==> config.mk <==
export PLATFORM = sky130hd
export DESIGN_NAME = config_bit_loader
export DESIGN_NICKNAME = d
export VERILOG_FILES = /design/src/rtl/config_bit_loader.sv
export SDC_FILE = /design/constraint.sdc
export NUM_CORES = 1
export LEC_CHECK = 0
export BUFFER_PORTS_ARGS = -buffer_cell sky130_fd_sc_hd__buf_4
export CORE_UTILIZATION = 45
export CTS_BUF_LIST = sky130_fd_sc_hd__clkbuf_8
export DETAILED_ROUTE_END_ITERATION = 7
export SKIP_CTS_REPAIR_TIMING = 1
export SYNTH_ARGS = -nofsm -noshare
export SYNTH_HDL_FRONTEND = slang
export SYNTH_SLANG_ARGS = --single-unit
==> constraint.sdc <==
create_clock -name CLK -period 2.85 [get_ports CLK]
set_input_delay 0.855 -clock CLK [delete_from_list [all_inputs] [get_ports CLK]]
set_output_delay 0.855 -clock CLK [all_outputs]
set_load 0.005 [all_outputs]
==> src/rtl/config_bit_loader.sv <==
// -----------------------------------------------------------------------------
// config_bit_loader
// Writer side of the fabric configuration-bit interface. A framed serial
// stream (8-bit sync word, WIDTH data bits MSB-first, one even-parity bit) is
// received and its payload is committed to C_bit only when the frame is valid.
//
// Ports
//   CLK       in   1      clock, rising edge
//   resetn    in   1      synchronous reset, active-low
//   s_data    in   1      serial configuration bit
//   s_valid   in   1      s_data is valid this cycle
//   s_ready   out  1      bit accepted when s_valid && s_ready
//   C_bit     out  WIDTH  committed configuration bits (direct flop outputs)
//   cfg_done  out  1      1-cycle pulse: frame committed to C_bit
//   cfg_err   out  1      1-cycle pulse: parity fail or timeout, frame dropped
//   busy      out  1      high whenever the loader is not hunting for sync
// -----------------------------------------------------------------------------
module config_bit_loader #(
  parameter int unsigned      WIDTH   = 12,
  parameter logic [WIDTH-1:0] INIT    = {WIDTH{1'b0}},
  parameter logic [7:0]       SYNC    = 8'hA5,
  parameter int unsigned      TIMEOUT = 255
) (
  input  logic             CLK,
  input  logic             resetn,
  input  logic             s_data,
  input  logic             s_valid,
  output logic             s_ready,
  output logic [WIDTH-1:0] C_bit,
  output logic             cfg_done,
  output logic             cfg_err,
  output logic             busy
);

  localparam int unsigned BCW = $clog2(WIDTH + 1);
  localparam int unsigned TCW = $clog2(TIMEOUT + 1);
  localparam logic [BCW-1:0] LAST_BIT = BCW'(WIDTH - 1);
  localparam logic [TCW-1:0] TO_LAST  = TCW'(TIMEOUT - 1);

  typedef enum logic [1:0] {
    HUNT   = 2'd0,
    DATA   = 2'd1,
    PAR    = 2'd2,
    COMMIT = 2'd3
  } state_e;

  // True when payload plus parity bit hold an even number of ones.
  function automatic logic even_parity_ok(input logic [WIDTH-1:0] d, input logic p);
    return ~(^d ^ p);
  endfunction

  state_e           state_q, state_d;
  // Only the 7 most recent bits are stored; the 8th is the incoming s_data.
  logic [6:0]       sync_sr_q, sync_sr_d;
  logic [WIDTH-1:0] data_sr_q, data_sr_d;
  logic [BCW-1:0]   bit_cnt_q, bit_cnt_d;
  logic [TCW-1:0]   to_cnt_q, to_cnt_d;
  logic [WIDTH-1:0] c_bit_q, c_bit_d;
  logic             done_q, done_d;
  logic             err_q, err_d;
  logic             ready_q, ready_d;
  logic             busy_q, busy_d;
  logic             accept_s;
  logic [WIDTH:0]   shift_s;

  assign accept_s = s_valid && ready_q;
  assign shift_s  = {data_sr_q, s_data};

  // Next-state logic for the frame receiver.
  always_comb begin
    state_d   = state_q;
    sync_sr_d = sync_sr_q;
    data_sr_d = data_sr_q;
    bit_cnt_d = bit_cnt_q;
    to_cnt_d  = to_cnt_q;
    c_bit_d   = c_bit_q;
    done_d    = 1'b0;
    err_d     = 1'b0;
    case (state_q)
      HUNT: begin
        to_cnt_d = {TCW{1'b0}};
        if (accept_s) begin
          if ({sync_sr_q, s_data} == SYNC) begin
            state_d   = DATA;
            sync_sr_d = 7'd0;
            data_sr_d = {WIDTH{1'b0}};
            bit_cnt_d = {BCW{1'b0}};
          end else begin
            sync_sr_d = {sync_sr_q[5:0], s_data};
          end
        end else begin
          sync_sr_d = sync_sr_q;
        end
      end
      DATA: begin
        if (accept_s) begin
          data_sr_d = shift_s[WIDTH-1:0];
          bit_cnt_d = bit_cnt_q + {{(BCW-1){1'b0}}, 1'b1};
          to_cnt_d  = {TCW{1'b0}};
          if (bit_cnt_q == LAST_BIT) begin
            state_d = PAR;
          end else begin
            state_d = DATA;
          end
        end else if (to_cnt_q == TO_LAST) begin
          // Idle limit reached with no accept this cycle: drop the frame.
          state_d   = HUNT;
          sync_sr_d = 7'd0;
          to_cnt_d  = {TCW{1'b0}};
          err_d     = 1'b1;
        end else begin
          to_cnt_d = to_cnt_q + {{(TCW-1){1'b0}}, 1'b1};
        end
      end
      PAR: begin
        if (accept_s) begin
          to_cnt_d = {TCW{1'b0}};
          if (even_parity_ok(data_sr_q, s_data)) begin
            state_d = COMMIT;
            c_bit_d = data_sr_q;
            done_d  = 1'b1;
          end else begin
            state_d   = HUNT;
            sync_sr_d = 7'd0;
            err_d     = 1'b1;
          end
        end else if (to_cnt_q == TO_LAST) begin
          state_d   = HUNT;
          sync_sr_d = 7'd0;
          to_cnt_d  = {TCW{1'b0}};
          err_d     = 1'b1;
        end else begin
          to_cnt_d = to_cnt_q + {{(TCW-1){1'b0}}, 1'b1};
        end
      end
      COMMIT: begin
        state_d   = HUNT;
        sync_sr_d = 7'd0;
        to_cnt_d  = {TCW{1'b0}};
      end
      default: begin
        state_d   = HUNT;
        sync_sr_d = 7'd0;
        to_cnt_d  = {TCW{1'b0}};
      end
    endcase
    // Handshake and status are registered from the next state so they are
    // clean flop outputs in the cycle the state takes effect.
    ready_d = (state_d != COMMIT);
    busy_d  = (state_d != HUNT);
  end

  // State, datapath and output registers with synchronous active-low reset.
  always_ff @(posedge CLK) begin
    if (!resetn) begin
      state_q   <= HUNT;
      sync_sr_q <= 7'd0;
      data_sr_q <= {WIDTH{1'b0}};
      bit_cnt_q <= {BCW{1'b0}};
      to_cnt_q  <= {TCW{1'b0}};
      c_bit_q   <= INIT;
      done_q    <= 1'b0;
      err_q     <= 1'b0;
      ready_q   <= 1'b1;
      busy_q    <= 1'b0;
    end else begin
      state_q   <= state_d;
      sync_sr_q <= sync_sr_d;
      data_sr_q <= data_sr_d;
      bit_cnt_q <= bit_cnt_d;
      to_cnt_q  <= to_cnt_d;
      c_bit_q   <= c_bit_d;
      done_q    <= done_d;
      err_q     <= err_d;
      ready_q   <= ready_d;
      busy_q    <= busy_d;
    end
  end

  assign s_ready  = ready_q;
  assign C_bit    = c_bit_q;
  assign cfg_done = done_q;
  assign cfg_err  = err_q;
  assign busy     = busy_q;

endmodule
==> results.md, run 1 <==
- Clock share of power: 37.2%
- Type of element capturing the critical path: flop
- DRC violation count after routing: 0
- Post-route clock skew: between 0.006 and 0.007 ns
- Max Cap Violations: 0
- Category of the critical setup timing path: input pin to flop
- Cell leakage power: about 0.89 nW
- Routed WL per cell: about 13 µm
- Antenna diode instance count: 0
- Combined global-route utilization of all metal layers: about 18%
- Clock buffer depth: 2
- Async S/R FF share, synth: 0%
- Switching power share of the total: between 20% and 30%
- Pwr dens: around 470 nW/µm²
- DPL Wire Length: between 2000 and 3000 µm
- Total die area: roughly 5100 µm²
- Sink Count: ~50
- Clock insertion delay at the later pin of the skew report: around 0.3 ns
- Largest net degree at the start of global routing: 33
- RD Place Congestion: around 0.77
- Syn avg cell area: about 9 µm²
- Number of nets in the synthesized netlist: 251
- Rel. slew slack: a little over two thirds
- Area of the placeable core: 4500 µm²
- Vias in the first global route: ~1500
- Peak fanout along the critical path: 7
- Number of distinct library cell variants in the gate-level netlist after synthesis: 44
- Outcome: finished, final reports clean
- Worst-case setup slack after placement: 0.280 ns
- Type of the most critical hold path: flop to flop
- Yosys warns: 0
- Required @ worst endpoint: 3.10 ns
- Die X-Extent: roughly 71 µm
- I/O pin count: 20
- Number of cells on the worst reg-to-reg path: 6
- Internal cell power: around 0.9 mW
- Share of power burned in registers: approximately three fifths
- Drt first-iter violations: 79
- Part of the total power dissipated in combinational logic: between 3 and 4%
- Total standard cell area after synthesis: ~2200 µm²
- Number of placement rows: 24
- Flops & latches, synth: between 40 and 50
- CTS tree: built
- Die Span Y: around 71 µm
- Clock-pin transition on the worst setup and hold timing paths: roughly 0.090 ns
- Layout Nets: 269
- Number of antenna-violating nets in the routed design: 0
- Hold path depth: 2
- First-pass iteration count of the detailed router: 4
- Slew Limit Fails: 0
- Top achievable clock speed: approximately 0.44 GHz
- Setup repair after global routing missed its margin: false
- Crit path DAT: 2.53 ns
- Initial antenna violation count: 0
- Hold Fails Final Rpt: 0
- Layout overhead on the synthesized area: 13.2%
- Proportion of synthesized chip area in sequential cells: 45.1%
- Via density: 5.38
- Sum of overflow across all layers after global routing: 0
- Drt total wl: just over 4000 µm
- Via count of the routed design: between 1500 and 2000
- Worst stage delay on the critical path: roughly 0.5 ns
- Number of flops mapped to enable cells by yosys: 0
- Main flop type after synthesis: sky130_fd_sc_hd__dfxtp_1
- Global-route wire length before repair: 7000 µm
- Tcrit/Tclk final: approximately 80%
- Actual slew at the worst max-slew pin: between 0.4 and 0.5 ns
- Worst-case vdd ir drop: 308 µV
- Cell-by-cell trace of the critical path: buf_4 -> xnor2_1 -> xnor3_2 -> xnor2_4 -> o211ai_1 -> a21oi_2 -> a22o_1
- Instance count of the mapped netlist: 240
- Setup violation total in the final timing report: 0
- Number of buffers created by CTS: 5
- Setup TNS: 0 ns
- Post-layout minimum cycle time: 2.27 ns
- Fraction of layout instances using a drive strength above 1: 16.2%
- Effective utilization at floorplan: about half
- Clock tree root driver cell: sky130_fd_sc_hd__clkbuf_8
- Port Buffer Count: 19
- Net load switching power: 0.258 mW
- Final worst setup slack: a little under 0.6 ns
- Slowest stage cell on the critical path: sky130_fd_sc_hd__xnor3_2
- Startpoint types: input pin
- Fillers: between 400 and 500
- CTS H-tree lvls: 2
-- per-layer routing --
layer,track usage [%],wire length (µm)
met1,24.9,2170
met2,25.6,1750
met3,4.08,114
met4,8.71,97
met5,0,0
-- stage by stage --
stage | util (%) | hold WS [ns] | total power, mW | cell area (µm²) | instances
floorplan | - | 0.435 | 0.731 | 2170 | 240
finish | 54.6 | 0.460 | 1.15 | 2460 | 311
global placement | 52.5 | 0.445 | 0.742 | 2360 | 303
detailed placement | 52.5 | 0.452 | 0.742 | 2360 | 303
global route | 54.6 | 0.486 | 1.21 | 2460 | 311
CTS | 54.6 | 0.465 | 1.17 | 2460 | 311
-- cells in the final DEF, fill, tap and decap left out, drive strengths merged, types with 4 or more instances in the layout --
| master | synthesis | layout |
|---|---|---|
| clkbuf | 9 | 6 |
| xnor2 | 7 | 7 |
| nand2 | 31 | 31 |
| dfxtp | 49 | 49 |
| nor2 | 13 | 13 |
| buf | 3 | 23 |
| ha | 7 | 7 |
| a22o | 7 | 7 |
| nand4 | 4 | 4 |
| xor2 | 5 | 5 |
| inv | 4 | 4 |
| and2 | 4 | 4 |
| o21ai | 17 | 17 |
| nand3 | 34 | 34 |
| a21oi | 19 | 19 |
-- power by group through the flow --
stage | combinational [mW] | clock [mW] | sequential (mW)
after floorplan | 0.0283 | 0 | 0.703
after global placement | 0.0390 | 0 | 0.703
after detailed placement | 0.0385 | 0 | 0.703
after CTS | 0.0386 | 0.443 | 0.687
after global routing | 0.0417 | 0.480 | 0.687
final | 0.0383 | 0.429 | 0.687
-- critical path: cells and delay by family --
kind                      cells  cell delay, ns
AOI/OAI and AO/OA             3            0.66
xor gates and xnor gates      3            0.89
buffers and inverters         1            0.13
-- final cells by class --
cell class / count / area (µm²) / area share, %
multi-input combinational: 174 / 1130 / 45.8
sequential: 49 / 981 / 39.9
timing repair buffer: 23 / 173 / 7.02
clock buffer: 6 / 82.6 / 3.36
tap: 52 / 65.1 / 2.64
inverter: 5 / 18.8 / 0.763
clock inverter: 2 / 13.8 / 0.560
-- Yosys cell counts, types with 2 or more instances --
cell / number / area share, %
sky130_fd_sc_hd__dfxtp_1: 49 / 45
sky130_fd_sc_hd__nand3_1: 33 / 7.6
sky130_fd_sc_hd__nand2_1: 31 / 5.4
sky130_fd_sc_hd__a21oi_1: 18 / 4.1
sky130_fd_sc_hd__o21ai_0: 14 / 3.2
sky130_fd_sc_hd__nor2_1: 13 / 2.2
sky130_fd_sc_hd__clkbuf_1: 9 / 1.6
sky130_fd_sc_hd__a22o_1: 7 / 2.8
sky130_fd_sc_hd__ha_1: 7 / 4.0
sky130_fd_sc_hd__xnor2_1: 5 / 2.0
sky130_fd_sc_hd__xor2_1: 5 / 2.0
sky130_fd_sc_hd__inv_1: 4 / 0.69
sky130_fd_sc_hd__nand4_1: 4 / 1.2
sky130_fd_sc_hd__and2_1: 3 / 0.86
sky130_fd_sc_hd__o21ai_1: 3 / 0.69
sky130_fd_sc_hd__a21o_1: 2 / 0.69
sky130_fd_sc_hd__buf_2: 2 / 0.46
sky130_fd_sc_hd__nand2b_1: 2 / 0.58
sky130_fd_sc_hd__nor2b_1: 2 / 0.58
sky130_fd_sc_hd__o211ai_1: 2 / 0.69
sky130_fd_sc_hd__xnor3_2: 2 / 2.2
-- sequential cells by signal, indices dropped and copies added (netlist names) --
register   cells
bit_cnt_q      4
busy           1
to_cnt_q       8
cfg_err        1
C_bit         12
s_ready        1
state_q        2
cfg_done       1
data_sr_q     12
sync_sr_q      7
-- cells by family (layout without fill, tap and decap cells) --
logic type / Yosys count / count (layout) / synth area share, %
AO/OA/AOI/OAI: 56 / 56 / 17.0
XOR/XNOR: 15 / 15 / 9.27
adder cells (fa/ha/maj): 7 / 7 / 4.03
buffers and inverters: 17 / 36 / 3.05
flip-flops: 49 / 49 / 45.1
multiplexers: 1 / 1 / 0.518
AND/OR/NAND/NOR: 95 / 95 / 21.0
-- final timing paths --
path / startpoint / slack [ns] / endpoint
max reg2reg: data_sr_q[8] / 0.74 / sync_sr_q[6]
min: C_bit[2] / 0.46 / C_bit[2]
min reg2reg: C_bit[2] / 0.46 / C_bit[2]
max: s_data / 0.58 / sync_sr_q[6]
No activity file was read; power rests on OpenSTA's default activity.
==> run 2: changes to the inputs <==
- ABC_AREA: not set -> 1
- PLACE_DENSITY: not set -> 0.65
- clock period: 2.85 -> 1.8 ns (I/O delays scaled with it)
==> run 2 against run 1 <==
Effect of this change: clock-buffer cell count is 1 lower; die area is 10% higher; core utilization is 3.3 points higher; flip-flop and latch count stayed put; highest routed layer unchanged; critical endpoint unchanged; total power is 66% higher; final area is 21% higher; hold slack better by 0.014 ns; critical path depth is 7 higher; setup slack worse by 0.44 ns; sequential power is 59% higher; cell count is 42% higher; sequential share of layout area is 6.5 points lower.
==> results.md, run 2 <==
- Setup TNS: 0 ns (unchanged)
- Number of placement rows: 26 (was 24)
- Post-layout minimum cycle time: approximately 1.7 ns
- Number of nets in the synthesized netlist: 336 (was 251)
- Type of element capturing the critical path: flop (unchanged)
- Slowest stage cell on the critical path: sky130_fd_sc_hd__dfxtp_2 (was sky130_fd_sc_hd__xnor3_2)
- Peak fanout along the critical path: 6 (was 7)
- Layout Nets: 382 (was 269)
- Total die area: 5640 µm² (was 5110 µm²)
- Worst reg2reg startpoint: data_sr_q[7] (was data_sr_q[8])
- Worst stage delay on the critical path: 0.34 ns (was 0.49 ns)
- Top achievable clock speed: around 0.6 GHz
- Crit path DAT: 1.89 ns (was 2.53 ns)
- Initial antenna violation count: 0 (unchanged)
- Register-to-register setup slack: 0.13 ns (was 0.74 ns)
- Most common cell after layout, fill and taps aside: sky130_fd_sc_hd__nand2_1 (was sky130_fd_sc_hd__dfxtp_1)
- Global-route wire length before repair: 8370 µm (was 7000 µm)
- Worst-case setup slack after placement: -0.113 ns (was 0.280 ns)
- First-pass iteration count of the detailed router: 4 (unchanged)
- Startpoint types: flop (was input pin)
- Slew Limit Fails: 0 (unchanged)
- Endpoint, Worst Hold: to_cnt_q[0] (was C_bit[2])
- Cell leakage power: 1.30 nW (was 0.890 nW)
- Cell-by-cell trace of the critical path: buf_4 -> nand2_1 -> nand2_1 -> nand2_1 -> nand2_1 -> nand2_1 -> nand2_1 -> nand2_2 -> nand3_4 -> buf_4 -> nand2_4 -> buf_4 -> nand3_1 -> a21oi_1 (was buf_4 -> xnor2_1 -> xnor3_2 -> xnor2_4 -> o211ai_1 -> a21oi_2 -> a22o_1)
- Worst-case vdd ir drop: 345 µV (was 308 µV)
- Category of the critical setup timing path: flop to flop (was input pin to flop)
- Crit-path most repeated cell: sky130_fd_sc_hd__nand2_1
- Final Util: 57.9% (was 54.6%)
- RD Place Congestion: 0.794 (was 0.765)
- Number of flops mapped to enable cells by yosys: 0 (unchanged)
- Sink Count: 49 (unchanged)
- Sum of overflow across all layers after global routing: 0 (unchanged)
- Setup violation total in the final timing report: 0 (unchanged)
- DRC violation count after routing: 0 (unchanged)
- CTS H-tree lvls: 2 (unchanged)
- Main flop type after synthesis: sky130_fd_sc_hd__dfxtp_1 (unchanged)
- Number of cells on the worst reg-to-reg path: 14 (was 6)
- Fraction of layout instances using a drive strength above 1: 27.5% (was 16.2%)
- Hold Fails Final Rpt: 0 (unchanged)
- Proportion of synthesized chip area in sequential cells: 40.8% (was 45.1%)
- Most common cell in the synthesized netlist: sky130_fd_sc_hd__nand2_1 (was sky130_fd_sc_hd__dfxtp_1)
- Routed WL per cell: 11.5 µm (was 13.3 µm)
- Worst slack on hold paths: 0.474 ns (was 0.460 ns)
- Flops & latches, synth: 49 (unchanged)
- Clock insertion delay at the later pin of the skew report: 0.30 ns (about the same)
- End of the worst register-to-register path: sync_sr_q[6] (unchanged)
- Die Span Y: 75.1 µm (was 71.5 µm)
- CTS tree: built (unchanged)
- Syn avg cell area: 7.40 µm² (was 9.06 µm²)
- Final worst setup slack: 0.133 ns (was 0.577 ns)
- Most used cells in the layout excluding fill and tap cells: sky130_fd_sc_hd__nand2_1 (82), sky130_fd_sc_hd__buf_4 (45), sky130_fd_sc_hd__dfxtp_1 (39) (was sky130_fd_sc_hd__dfxtp_1 (49), sky130_fd_sc_hd__nand3_1 (33), sky130_fd_sc_hd__nand2_1 (31))
- Number of buffer and inverter instances along the worst setup path: 3 (was 1)
- Via count of the routed design: 2174 (was 1674)
- Clock buffer depth: 2 (unchanged)
- Hold path depth: 1 (was 2)
- Tcrit/Tclk final: 92.6%
- Required @ worst endpoint: 2.03 ns (was 3.10 ns)
- Effective utilization at floorplan: 46.8% (was 48.2%)
- Most frequent cells after synthesis: sky130_fd_sc_hd__nand2_1 (84), sky130_fd_sc_hd__dfxtp_1 (49), sky130_fd_sc_hd__nor2_1 (31) (was sky130_fd_sc_hd__dfxtp_1 (49), sky130_fd_sc_hd__nand3_1 (33), sky130_fd_sc_hd__nand2_1 (31))
- Clock tree root driver cell: sky130_fd_sc_hd__clkbuf_8 (unchanged)
- Category of cells accounting for the largest share of critical-path delay: simple AND/OR/NAND/NOR gates (was XOR/XNOR gates)
- Port Buffer Count: 19 (unchanged)
- Via density: 4.93 (was 5.38)
- Total standard cell area after synthesis: 2400 µm² (was 2170 µm²)
- Cell area reported after detailed placement: 2760 µm² (was 2360 µm²)
- Synth top area share: 40.8% (was 45.1%)
- Number of antenna-violating nets in the routed design: 0 (unchanged)
- Die X-Extent: 75.1 µm (was 71.5 µm)
- Type of the most critical hold path: flop to flop (unchanged)
- Outcome: finished, final reports clean (unchanged)
- Number of buffers created by CTS: 5 (unchanged)
- Antenna diode instance count: 0 (unchanged)
- Max Cap Violations: 0 (unchanged)
- Drt total wl: 5090 µm (was 4140 µm)
- Pwr dens: 643 nW/µm² (was 469 nW/µm²)
- I/O pin count: 20 (unchanged)
- Rel. slew slack: 79.6% (was 70.7%)
- DPL Wire Length: 3640 µm (was 2850 µm)
- Layout overhead on the synthesized area: 23.7% (was 13.2%)
- Instance count of the mapped netlist: 325 (was 240)
- Cell Count Post-Placement: 428 (was 303)
- Number of distinct library cell variants in the gate-level netlist after synthesis: 32 (was 44)
- Combined global-route utilization of all metal layers: 19.6% (was 17.7%)
- Total chip power: 1.91 mW (was 1.15 mW)
- Hold Path Origin: to_cnt_q[0] (was C_bit[2])
- Clock-pin transition on the worst setup and hold timing paths: 0.08 ns (was 0.09 ns)
- Yosys warns: 0 (unchanged)
- Largest net degree at the start of global routing: 23 (was 33)
- Actual slew at the worst max-slew pin: 0.305 ns (was 0.439 ns)
- Post-route clock skew: 0.00313 ns (was 0.00677 ns)
- Number of standard cells in the layout, taps in and fillers out: 441 (was 311)
- Area of the placeable core: 5140 µm² (was 4500 µm²)
- Vias in the first global route: 1937 (was 1455)
- Drt first-iter violations: 68 (was 79)
- Biggest area contributors in the synthesized netlist: sky130_fd_sc_hd__dfxtp_1 (41%), sky130_fd_sc_hd__nand2_1 (13%), sky130_fd_sc_hd__nor2_1 (4.8%), sky130_fd_sc_hd__nand3_1 (4.6%), sky130_fd_sc_hd__a211oi_1 (4.1%) (was sky130_fd_sc_hd__dfxtp_1 (45%), sky130_fd_sc_hd__nand3_1 (7.6%), sky130_fd_sc_hd__nand2_1 (5.4%), sky130_fd_sc_hd__a21oi_1 (4.1%), sky130_fd_sc_hd__ha_1 (4.0%))
- Post-synthesis cell type with the largest combined area: sky130_fd_sc_hd__dfxtp_1 (unchanged)
- Post-route cell area: 2970 µm² (was 2460 µm²)
- Async S/R FF share, synth: 0% (unchanged)
run 2: changes by cell type in the layout (fill, tap and decap cells not counted), sizes merged, moves of 4 or more:
cell    previous run  this run
nand2             31        90
inv                4        30
buf               23        47
nor2              13        32
a211oi             2        13
nand3             34        23
a22o               7         0
nor3               1         7
a21oi             19        24
o21ai             17        22
xnor2              7         2
nand4              4         8
run 2: worst max path at each step:
stage | from | endpoint | slack (ns) | cells past startpoint
6_report | data_sr_q[7] | sync_sr_q[6] | 0.13 | 14
4_1_cts | state_q[1] | data_sr_q[0] | 0.07 | 8
5_1_grt | data_sr_q[7] | sync_sr_q[5] | -0.01 | 14
3_5_place_dp | s_data | C_bit[1] | -0.11 | 15
2_1_floorplan | state_q[0] | data_sr_q[7] | 0.17 | 9
3_3_place_gp | s_data | sync_sr_q[3] | -0.05 | 15
run 2: metal layers:
metal	track usage (%)	wire length, µm	part of all wire, %	vias up
li1	-	-	-	1165
met1	24.4	2530	50	976
met2	33.8	2360	46	26
met3	3.61	132	2.6	7
met4	6.92	66	1.3	0
met5	0	0	0	-
run 2: final cells by class:
class / count / area [µm²]
Multi-Input combinational cell: 235 / 1240
Timing Repair Buffer: 49 / 428
Fill cell: 490 / 2170
Inverter: 31 / 116
Clock buffer: 5 / 68.8
Tap cell: 70 / 87.6
Clock inverter: 2 / 35.0
Sequential cell: 49 / 993
run 2: cell families (layout without fill, tap and decap cells):
family                   count (synthesis)  after routing  synth area share, %
buffers and inverters                   41             87                 8.02
AND/OR/NAND/NOR                        165            165                 30.6
adder cells (fa/ha/maj)                  7              7                 3.64
AO/OA/AOI/OAI                           59             59                 15.5
XOR/XNOR                                 4              4                 1.46
flip-flops                              49             49                 40.8
run 2: power breakdown:
group	leakage (nW)	switching [mW]	internal [mW]	total, mW
Sequential	0.400	0.00201	1.08	1.09
Combinational	0.849	0.0442	0.0315	0.0757
Clock	0.0540	0.347	0.404	0.751
run 2: worst reg2reg max path, delay by kind of cell, from the launching register on:
kind | cells | cell delay, ns
AO/OA/AOI/OAI | 1 | 0.16
AND/OR/NAND/NOR | 10 | 0.69
flip-flops | 1 | 0.34
buffers and inverters | 3 | 0.41
